## src/rtl/multicycle_ctrl_if.sv

```systemverilog
// Control bus between the multicycle controller and its datapath.
// No valid/ready here: instr must be stable from IF through ID, Zero is sampled in EX, strobes are single-cycle levels.
interface multicycle_ctrl_if;
  logic [31:0] instr;
  logic        Zero;
  logic        loadPC;
  logic        PCSrc;
  logic        ALUSrc;
  logic [3:0]  ALUCtrl;
  logic        RegWrite;
  logic        MemToReg;
  logic        MemRead;
  logic        MemWrite;

  modport master (
    input  instr, Zero,
    output loadPC, PCSrc, ALUSrc, ALUCtrl, RegWrite, MemToReg, MemRead, MemWrite
  );

  modport slave (
    output instr, Zero,
    input  loadPC, PCSrc, ALUSrc, ALUCtrl, RegWrite, MemToReg, MemRead, MemWrite
  );
endinterface

```

## src/rtl/multicycle_ctrl.sv

```systemverilog
// Multicycle RV32 subset controller: IF/ID/EX/MEM/WB FSM, decode latched on ID->EX,
// per-instruction control strobes and a retired-instruction counter.
module multicycle_ctrl #(
  parameter int CNT_W = 32
) (
  input  logic             clk,
  input  logic             rst,
  multicycle_ctrl_if.master bus,
  output logic [2:0]       state,
  output logic [CNT_W-1:0] instret
);

  typedef enum logic [2:0] {
    S_IF  = 3'b000,
    S_ID  = 3'b001,
    S_EX  = 3'b010,
    S_MEM = 3'b011,
    S_WB  = 3'b100
  } state_t;

  typedef enum logic [2:0] {
    C_R, C_I, C_LW, C_SW, C_BEQ, C_ILL
  } class_t;

  localparam logic [6:0] OP_R   = 7'b0110011;
  localparam logic [6:0] OP_I   = 7'b0010011;
  localparam logic [6:0] OP_LW  = 7'b0000011;
  localparam logic [6:0] OP_SW  = 7'b0100011;
  localparam logic [6:0] OP_BEQ = 7'b1100011;

  localparam logic [3:0] ALU_AND = 4'b0000;
  localparam logic [3:0] ALU_OR  = 4'b0001;
  localparam logic [3:0] ALU_ADD = 4'b0010;
  localparam logic [3:0] ALU_SUB = 4'b0110;
  localparam logic [3:0] ALU_SLT = 4'b0111;
  localparam logic [3:0] ALU_SRL = 4'b1000;
  localparam logic [3:0] ALU_SLL = 4'b1001;
  localparam logic [3:0] ALU_SRA = 4'b1010;
  localparam logic [3:0] ALU_XOR = 4'b1101;

  state_t     state_q, state_d;
  class_t     cls_q, dec_cls;
  logic [3:0] alu_q, dec_alu;

  logic [6:0] opcode;
  logic [2:0] f3;
  logic       alt;
  logic       is_r;
  logic       unused_bits;

  assign opcode      = bus.instr[6:0];
  assign f3          = bus.instr[14:12];
  assign alt         = bus.instr[30];
  assign is_r        = (opcode == OP_R);
  assign unused_bits = ^{bus.instr[31], bus.instr[29:15], bus.instr[11:7]};

  // Decoder only matters on the ID->EX edge; its result is latched there.
  always_comb begin
    dec_cls = C_ILL;
    dec_alu = ALU_ADD;
    case (opcode)
      OP_R, OP_I: begin
        dec_cls = is_r ? C_R : C_I;
        case (f3)
          3'b000:  dec_alu = (is_r && alt) ? ALU_SUB : ALU_ADD;
          3'b001:  dec_alu = ALU_SLL;
          3'b010:  dec_alu = ALU_SLT;
          3'b100:  dec_alu = ALU_XOR;
          3'b101:  dec_alu = alt ? ALU_SRA : ALU_SRL;
          3'b110:  dec_alu = ALU_OR;
          3'b111:  dec_alu = ALU_AND;
          default: dec_cls = C_ILL;
        endcase
      end
      OP_LW:  if (f3 == 3'b010) dec_cls = C_LW;
      OP_SW:  if (f3 == 3'b010) dec_cls = C_SW;
      OP_BEQ: begin
        if (f3 == 3'b000) begin
          dec_cls = C_BEQ;
          dec_alu = ALU_SUB;
        end
      end
      default: ;
    endcase
  end

  logic load_pc, pc_src, alu_src, reg_write, mem_to_reg, mem_read, mem_write;
  logic uses_imm;

  assign uses_imm = (cls_q == C_I) || (cls_q == C_LW) || (cls_q == C_SW);

  always_comb begin
    state_d    = S_IF;
    load_pc    = 1'b0;
    pc_src     = 1'b0;
    alu_src    = 1'b0;
    reg_write  = 1'b0;
    mem_to_reg = 1'b0;
    mem_read   = 1'b0;
    mem_write  = 1'b0;
    case (state_q)
      S_IF: state_d = S_ID;
      S_ID: state_d = S_EX;
      S_EX: begin
        alu_src = uses_imm;
        case (cls_q)
          C_LW, C_SW: state_d = S_MEM;
          C_R, C_I:   state_d = S_WB;
          default: begin
            load_pc = 1'b1;
            pc_src  = (cls_q == C_BEQ) && bus.Zero;
          end
        endcase
      end
      S_MEM: begin
        alu_src = uses_imm;
        if (cls_q == C_LW) begin
          mem_read = 1'b1;
          state_d  = S_WB;
        end else if (cls_q == C_SW) begin
          mem_write = 1'b1;
          load_pc   = 1'b1;
        end
      end
      S_WB: begin
        alu_src    = uses_imm;
        load_pc    = 1'b1;
        reg_write  = (cls_q == C_R) || (cls_q == C_I) || (cls_q == C_LW);
        mem_to_reg = (cls_q == C_LW);
      end
      default: state_d = S_IF;
    endcase
  end

  always_ff @(posedge clk or negedge rst) begin
    if (!rst) begin
      state_q <= S_IF;
      cls_q   <= C_ILL;
      alu_q   <= ALU_AND;
      instret <= '0;
    end else begin
      state_q <= state_d;
      if (state_q == S_ID) begin
        cls_q <= dec_cls;
        alu_q <= dec_alu;
      end
      if (load_pc) instret <= instret + {{(CNT_W-1){1'b0}}, 1'b1};
    end
  end

  assign state        = state_q;
  assign bus.loadPC   = load_pc;
  assign bus.PCSrc    = pc_src;
  assign bus.ALUSrc   = alu_src;
  assign bus.ALUCtrl  = alu_q;
  assign bus.RegWrite = reg_write;
  assign bus.MemToReg = mem_to_reg;
  assign bus.MemRead  = mem_read;
  assign bus.MemWrite = mem_write;

endmodule

```

## src/flat_wrapper.sv

```systemverilog
// flat-port wrapper written by rule: the top's interface ports become plain ports
module multicycle_ctrl_flat 
#(
  parameter int CNT_W = 32
)
  (clk, rst, state, instret, bus_instr, bus_Zero, bus_loadPC, bus_PCSrc, bus_ALUSrc, bus_ALUCtrl, bus_RegWrite, bus_MemToReg, bus_MemRead, bus_MemWrite);
  multicycle_ctrl_if bus_i ();
  input  logic clk;
  input  logic rst;
  output logic [2:0] state;
  output logic [CNT_W-1:0] instret;
  input wire logic [$bits(bus_i.instr)-1:0] bus_instr;
  input wire logic [$bits(bus_i.Zero)-1:0] bus_Zero;
  output wire logic [$bits(bus_i.loadPC)-1:0] bus_loadPC;
  output wire logic [$bits(bus_i.PCSrc)-1:0] bus_PCSrc;
  output wire logic [$bits(bus_i.ALUSrc)-1:0] bus_ALUSrc;
  output wire logic [$bits(bus_i.ALUCtrl)-1:0] bus_ALUCtrl;
  output wire logic [$bits(bus_i.RegWrite)-1:0] bus_RegWrite;
  output wire logic [$bits(bus_i.MemToReg)-1:0] bus_MemToReg;
  output wire logic [$bits(bus_i.MemRead)-1:0] bus_MemRead;
  output wire logic [$bits(bus_i.MemWrite)-1:0] bus_MemWrite;
  assign bus_i.instr = bus_instr;
  assign bus_i.Zero = bus_Zero;
  assign bus_loadPC = bus_i.loadPC;
  assign bus_PCSrc = bus_i.PCSrc;
  assign bus_ALUSrc = bus_i.ALUSrc;
  assign bus_ALUCtrl = bus_i.ALUCtrl;
  assign bus_RegWrite = bus_i.RegWrite;
  assign bus_MemToReg = bus_i.MemToReg;
  assign bus_MemRead = bus_i.MemRead;
  assign bus_MemWrite = bus_i.MemWrite;
  multicycle_ctrl #(.CNT_W(CNT_W)) u_core (.clk(clk), .rst(rst), .bus(bus_i), .state(state), .instret(instret));
endmodule
```

## config.mk

```make
export PLATFORM = sky130hd
export DESIGN_NAME = multicycle_ctrl_flat
export DESIGN_NICKNAME = d
export VERILOG_FILES = /design/src/rtl/multicycle_ctrl_if.sv /design/src/rtl/multicycle_ctrl.sv /design/src/flat_wrapper.sv
export SDC_FILE = /design/constraint.sdc
export NUM_CORES = 1
export LEC_CHECK = 0
export ABC_AREA = 1
export ABC_CLOCK_PERIOD_IN_PS = 1800
export BUFFER_PORTS_ARGS = -buffer_cell sky130_fd_sc_hd__buf_2
export CAP_MARGIN = 15
export CORE_UTILIZATION = 52
export DETAILED_ROUTE_END_ITERATION = 8
export PLACE_DENSITY_LB_ADDON = 0.12
export SLEW_MARGIN = 40
export SYNTH_ARGS = -nofsm -noshare
export SYNTH_HDL_FRONTEND = slang
export SYNTH_SLANG_ARGS = --single-unit
```

## constraint.sdc

```tcl
create_clock -name clk -period 1.8 [get_ports clk]
set_clock_uncertainty 0.15 [all_clocks]
set_input_delay 0.45 -clock clk [delete_from_list [all_inputs] [get_ports clk]]
set_output_delay 0.45 -clock clk [all_outputs]
set_load 0.01 [all_outputs]
```

### Word level (Yosys, flattened, before mapping)

Cells that the tools add are included.

| cells by class | value |
|---|---|
| reductions and logical operators | 15 |
| multiplexer cells | 26 |
| equality and inequality tests | 19 |
| add/sub/neg operators | 1 |
| div/mod/pow operators | 0 |
| multiply operators | 0 |
| shifts and indexed selects | 0 |
| bitwise gates (word level) | 0 |
| order comparisons | 0 |

Operators with widths:

| kind | count |
|---|---|
| 32-bit by 1-bit adder with 32-bit output, second input constant | 1 |
| 4-bit one-hot mux with 7 select lines | 1 |
| 3-bit one-hot mux with 4 select lines | 2 |
| 3-bit equality test, second input constant | 6 |
| 3-bit two-way mux | 6 |
| 3-bit by 2-bit equality test with 1-bit output, second input constant | 5 |
| 7-bit by 6-bit equality test with 1-bit output, second input constant | 2 |
| 1-bit two-way mux | 13 |
| 3-bit by 1-bit equality test with 1-bit output, second input constant | 3 |
| 3-bit zero test | 3 |
| 4-bit one-hot mux with 2 select lines | 1 |
| 7-bit by 2-bit equality test with 1-bit output, second input constant | 1 |
| 7-bit by 5-bit equality test with 1-bit output, second input constant | 1 |
| 7-bit equality test, second input constant | 1 |
| 7-bit OR reduction | 1 |
| 3-bit one-hot mux with 2 select lines | 1 |
| 2-bit OR reduction | 3 |
| 1-bit logical OR | 4 |
| 4-bit OR reduction | 1 |
| 1-bit one-hot mux with 3 select lines | 1 |
| 3-bit OR reduction | 1 |
| 1-bit logical AND | 2 |
| 2-bit two-way mux | 1 |

| storage, ports and cells | value |
|---|---|
| bits in latches | 0 |
| output and inout port bits | 46 |
| memory bits (writable) | 0 |
| register bits | 42 |
| memories kept | 0 |
| memory bits (read-only) | 0 |

### Longest topological paths before layout

| logic depth | value |
|---|---|
| depth after elaboration | 5 |
| gate-level depth with buffers | 10 |
| depth with buffers taken out | 10 |

### Worst setup path after synthesis

Ideal clock, no wire load.

| path | value |
|---|---|
| kind | reg2out |
| start | reg u_core.state_q[2], in the netlist u_core.state[2] |
| end | out bus_loadPC |
| path slack | 0.082 ns |
| arrival | 1.118 ns |
| stages on the path, launching flop included | 7 |
| cell sequence | dfrtp_1 -> inv_1 -> nand2_2 -> nor2_4 -> nand2_2 -> nand3_4 -> buf_2 |

| between the ends | value |
|---|---|
| word-level cells in the longest chain between the ends | 2 |

Ends and longest elaborated chain:

| what | line | RTL |
|---|---|---|
| start, declared | multicycle_ctrl.sv:41 | `state_t state_q, state_d;` |
| start signal, assigned | multicycle_ctrl.sv:142 | `state_q <= state_d;` |
| 3-bit equality test or 3-bit by 2-bit equality test with 1-bit output (tied branches) | multicycle_ctrl.sv:101 | `case (state_q)` |
| 1-bit one-hot mux with 3 select lines * | multicycle_ctrl.sv:101 |  |
| end, declared | flat_wrapper.sv:14 | `output wire logic [$bits(bus_i.loadPC)-1:0] bus_loadPC;` |

Every way passes the cells marked *; elsewhere a longest branch is shown, timed or not.

### Worst setup path after layout

| path | value |
|---|---|
| start | reg u_core.cls_q[2] |
| end | out bus_loadPC |

| between the ends | value |
|---|---|
| word-level cells in the longest chain between the ends | 4 |

Ends and longest elaborated chain:

| what | line | RTL |
|---|---|---|
| start, declared | multicycle_ctrl.sv:42 | `class_t cls_q, dec_cls;` |
| start signal, assigned | multicycle_ctrl.sv:144 | `cls_q <= dec_cls;` |
| 3-bit by 2-bit equality test with 1-bit output (tied with other cells) | multicycle_ctrl.sv:106, multicycle_ctrl.sv:120 |  |
| 4-bit OR reduction (no source line) or 1-bit two-way mux (tied branches) | - |  |
| 1-bit two-way mux (on tied branches) | multicycle_ctrl.sv:106, multicycle_ctrl.sv:117 |  |
| 1-bit one-hot mux with 3 select lines * | multicycle_ctrl.sv:101 |  |

Marked as above.

==> reports/metrics.csv <==
stage;metric;value;unit
synthesis;sequential area share after synthesis;39.2;%
layout;ANT cells;0;
critical_path;critical path class;register to primary output;
critical_path;CP max-delay cell;dfstp_2;
timing;fin crit share;107;%
drt;final WL;6500;microns
die;Starting Density;55.5;%
clock_network;CTS tree;done;
critical_path;critical path required time;1.20;ns
critical_path;slowest cell delay on critical path;0.63;ns
run_status;failing checks;setup timing;
synthesis;syn_area_per_cell;6.61;sq um
clock_network;Num CTS Buffers;5;
power_and_ir_drop;Power per Cell Area;792;nW/um^2
synthesis;Syn Nets;443;
timing;worst setup margin;-0.122;ns
global_routing;aggregate global routing overflow;0;
critical_path;crit-path cells;nor2_2, nand2_2, nand3_4, buf_6;
timing;unrepaired setup endpoints after global routing;true;
drt;Detailed Route Iter0 Violations;118;
die;Rows;25;
global_routing;number of global-route vias before repair;2538;
die;die area;5460;sq um
timing;crit path time final;1.92;ns
critical_path;WP data arrival;1.32;ns
timing;worst slew pin tran;0.456;ns
layout;# fillers;452;
power_and_ir_drop;total power;2630;uW
flow_run;Max Cap Viol;0;
synthesis;synth warn;0;
synthesis;Post-Synthesis Cell Area;2690;sq um
clock_network;Clock Tree Root;clkbuf_8;
layout;Final nets;518;
global_routing;GRT Overall Usage;26.4;%
min_path;Hold Path Class;primary input to register;
clock_network;clk slew on worst S/H paths;0.08;ns
power_and_ir_drop;Leakage;0.00169;uW
layout;Layout Cells excl Fill;550;
place;placed insts;535;
critical_path;CP bufs+invs;1;
global_routing;largest net degree at the start of global routing;43;
die;CORE AREA;4850;sq um
global_routing;initial antenna violation count;0;
power_and_ir_drop;Peak VDD IR;0.724;mV
die;Ports;81;
timing;Highest Clock Rate;520;MHz
critical_path;Worst setup SP type;register;
place;RD Place Congestion;0.873;
place;detailed-placement wirelength estimate;4900;microns
die;chip width;73.9;microns
timing;Final Hold Viols;0;
layout;Area growth syn-to-layout;23.7;%
die;die height;73.9;microns
drt;drt first pass iters;4;
run_status;outcome;finished with violations;
synthesis;Distinct cells, synth;28;
timing;final max-slew violation count;0;
clock_network;H-tree lvl count;2;
drt;Post-DRT Antenna Nets;0;
timing;# setup viols final;7;
critical_path;crit end category;primary output;
clock_network;Clock Tree Buf Depth;2;
place;PortBufs;59;
critical_path;cell family with most CP delay;flip-flops;
drt;Routed WL per cell;11.8;microns
drt;via/cell ratio;5.01;
critical_path;crit path max fanout;6;
global_routing;first-pass GRT wire length;11200;microns
drt;DR DRC count;0;
clock_network;worst skew pair latency;0.29;ns
drt;via count;2756;
synthesis;Seq cells post-synth;42;
clock_network;TritonCTS sink count;42;
synthesis;Syn Inst Count;407;
layout;layout cells sized above 1;24.2;%
timing;Max-Slew Margin vs Limit;69.6;%
repair_timing:
item,CTS,global route
resized for setup,11,17
hold buffers,1,0
setup endpoints to repair,7,17
gates cloned,0,0
pin swaps,4,1
buffers inserted,6,0
hold endpoints to repair,15,0
worst paths after layout:
path                                              startpoint                                end  slack (ns)  cells past startpoint
max reg2reg                      u_core.cls_q[0]$_DFFE_PN1P_      u_core.instret[1]$_DFFE_PN0P_        0.12                      8
max                              u_core.cls_q[2]$_DFFE_PN1P_                         bus_loadPC       -0.12                      4
min                                            bus_instr[14]  u_core.bus.ALUCtrl[3]$_DFFE_PN0P_        0.33                      3
min in group asynchronous                                rst        u_core.cls_q[1]$_DFFE_PN0P_        0.49                      2
max in group asynchronous                                rst      u_core.instret[1]$_DFFE_PN0P_        0.53                      3
min reg2reg                u_core.bus.ALUCtrl[2]$_DFFE_PN0P_  u_core.bus.ALUCtrl[2]$_DFFE_PN0P_        0.34                      2
logic make-up (layout without fill, tap and decap cells):
group                    Yosys count  in the layout  share of synthesized area, %
buffers and inverters             50            126                          7.72
AND/OR/NAND/NOR                  284            284                          44.3
flip-flops                        42             42                          39.2
AO/OA/AOI/OAI                     14             14                          3.07
adder cells (fa/ha/maj)            1              1                         0.465
XOR/XNOR                          16             16                          5.21
area by class of cell:
type,instances,area [sq um],share of cell area (%)
Multi-Input combinational cell,315,1490,44.9
Sequential cell,42,1060,31.8
Timing Repair Buffer,73,438,13.2
Inverter,45,171,5.15
Tap cell,67,83.8,2.52
Clock buffer,6,72.6,2.18
Clock inverter,2,10.0,0.301
flip-flops by register name, summed over array words and instances (netlist names):
register / flops
u_core.state: 3
u_core.cls_q: 3
u_core.bus.ALUCtrl: 4
u_core.instret: 32
cells in the final DEF, fill, tap and decap left out, types with 3 or more instances in the layout:
cell	instances
o21ai_1	3
dfrtp_1	37
buf_4	10
nor3_1	3
xnor2_1	9
clkbuf_8	5
nand4_1	10
nand2_4	3
dfrtp_2	3
inv_2	4
nor2_4	3
nor2_2	13
buf_2	58
inv_1	40
nand3_1	21
nand2_2	4
o21ai_0	6
nor2_1	50
xor2_1	7
nand2_1	171
metal layers:
layer | track usage, % | share of wire, % | up-vias
li1 | - | - | 1411
met3 | 3.70 | 5.2 | 6
met1 | 36.3 | 48 | 1258
met2 | 43.8 | 46 | 81
met4 | 6.20 | 0.71 | 0
met5 | 0 | 0 | -
per-stage QoR:
step | TNS [ns] | area, sq um | hold slack, ns | util (%) | setup slack, ns
floorplan | 0 | 2690 | 0.00441 | - | 0.0823
global placement | 0 | 3110 | 0.267 | 64.1 | 0.103
detailed placement | 0 | 3110 | 0.276 | 64.1 | 0.0524
CTS | -0.556 | 3280 | 0.331 | 67.7 | -0.117
global route | -1.06 | 3330 | 0.356 | 68.6 | -0.172
finish | -0.588 | 3330 | 0.335 | 68.6 | -0.122
tightest hold or removal path, stage by stage:
cell	delay [ns]
buf_2	0.11
nor2_1	0.06
o21ai_1	0.12
report_power, final:
| part | switching, uW | total (uW) | leakage (uW) | internal (uW) |
|---|---|---|---|---|
| combinational | 548 | 876 | 0.00109 | 328 |
| clock | 328 | 597 | 0.0000450 | 269 |
| sequential | 124 | 1160 | 0.000560 | 1040 |
| total | 999 | 2630 | 0.00169 | 1640 |
synthesized netlist by cell type:
cell | instances | area share, %
a211oi_1 | 2 | 0.56
a31o_2 | 1 | 0.33
a31oi_1 | 1 | 0.23
buf_2 | 1 | 0.19
buf_4 | 3 | 0.84
buf_6 | 1 | 0.42
dfrtp_1 | 40 | 37
dfstp_2 | 2 | 2.0
ha_1 | 1 | 0.47
inv_1 | 42 | 5.9
inv_2 | 3 | 0.42
nand2_1 | 174 | 24
nand2_2 | 4 | 0.93
nand3_1 | 21 | 3.9
nand3_4 | 1 | 0.65
nand3b_1 | 2 | 0.56
nand4_1 | 10 | 2.3
nor2_1 | 61 | 8.5
nor2_2 | 3 | 0.70
nor2_4 | 2 | 0.84
nor3_1 | 4 | 0.74
nor3_4 | 1 | 0.61
nor3b_1 | 1 | 0.28
o21a_1 | 1 | 0.28
o21ai_0 | 6 | 1.1
o21ai_1 | 3 | 0.56
xnor2_1 | 9 | 2.9
xor2_1 | 7 | 2.3
(Power assumes the default switching activity.)
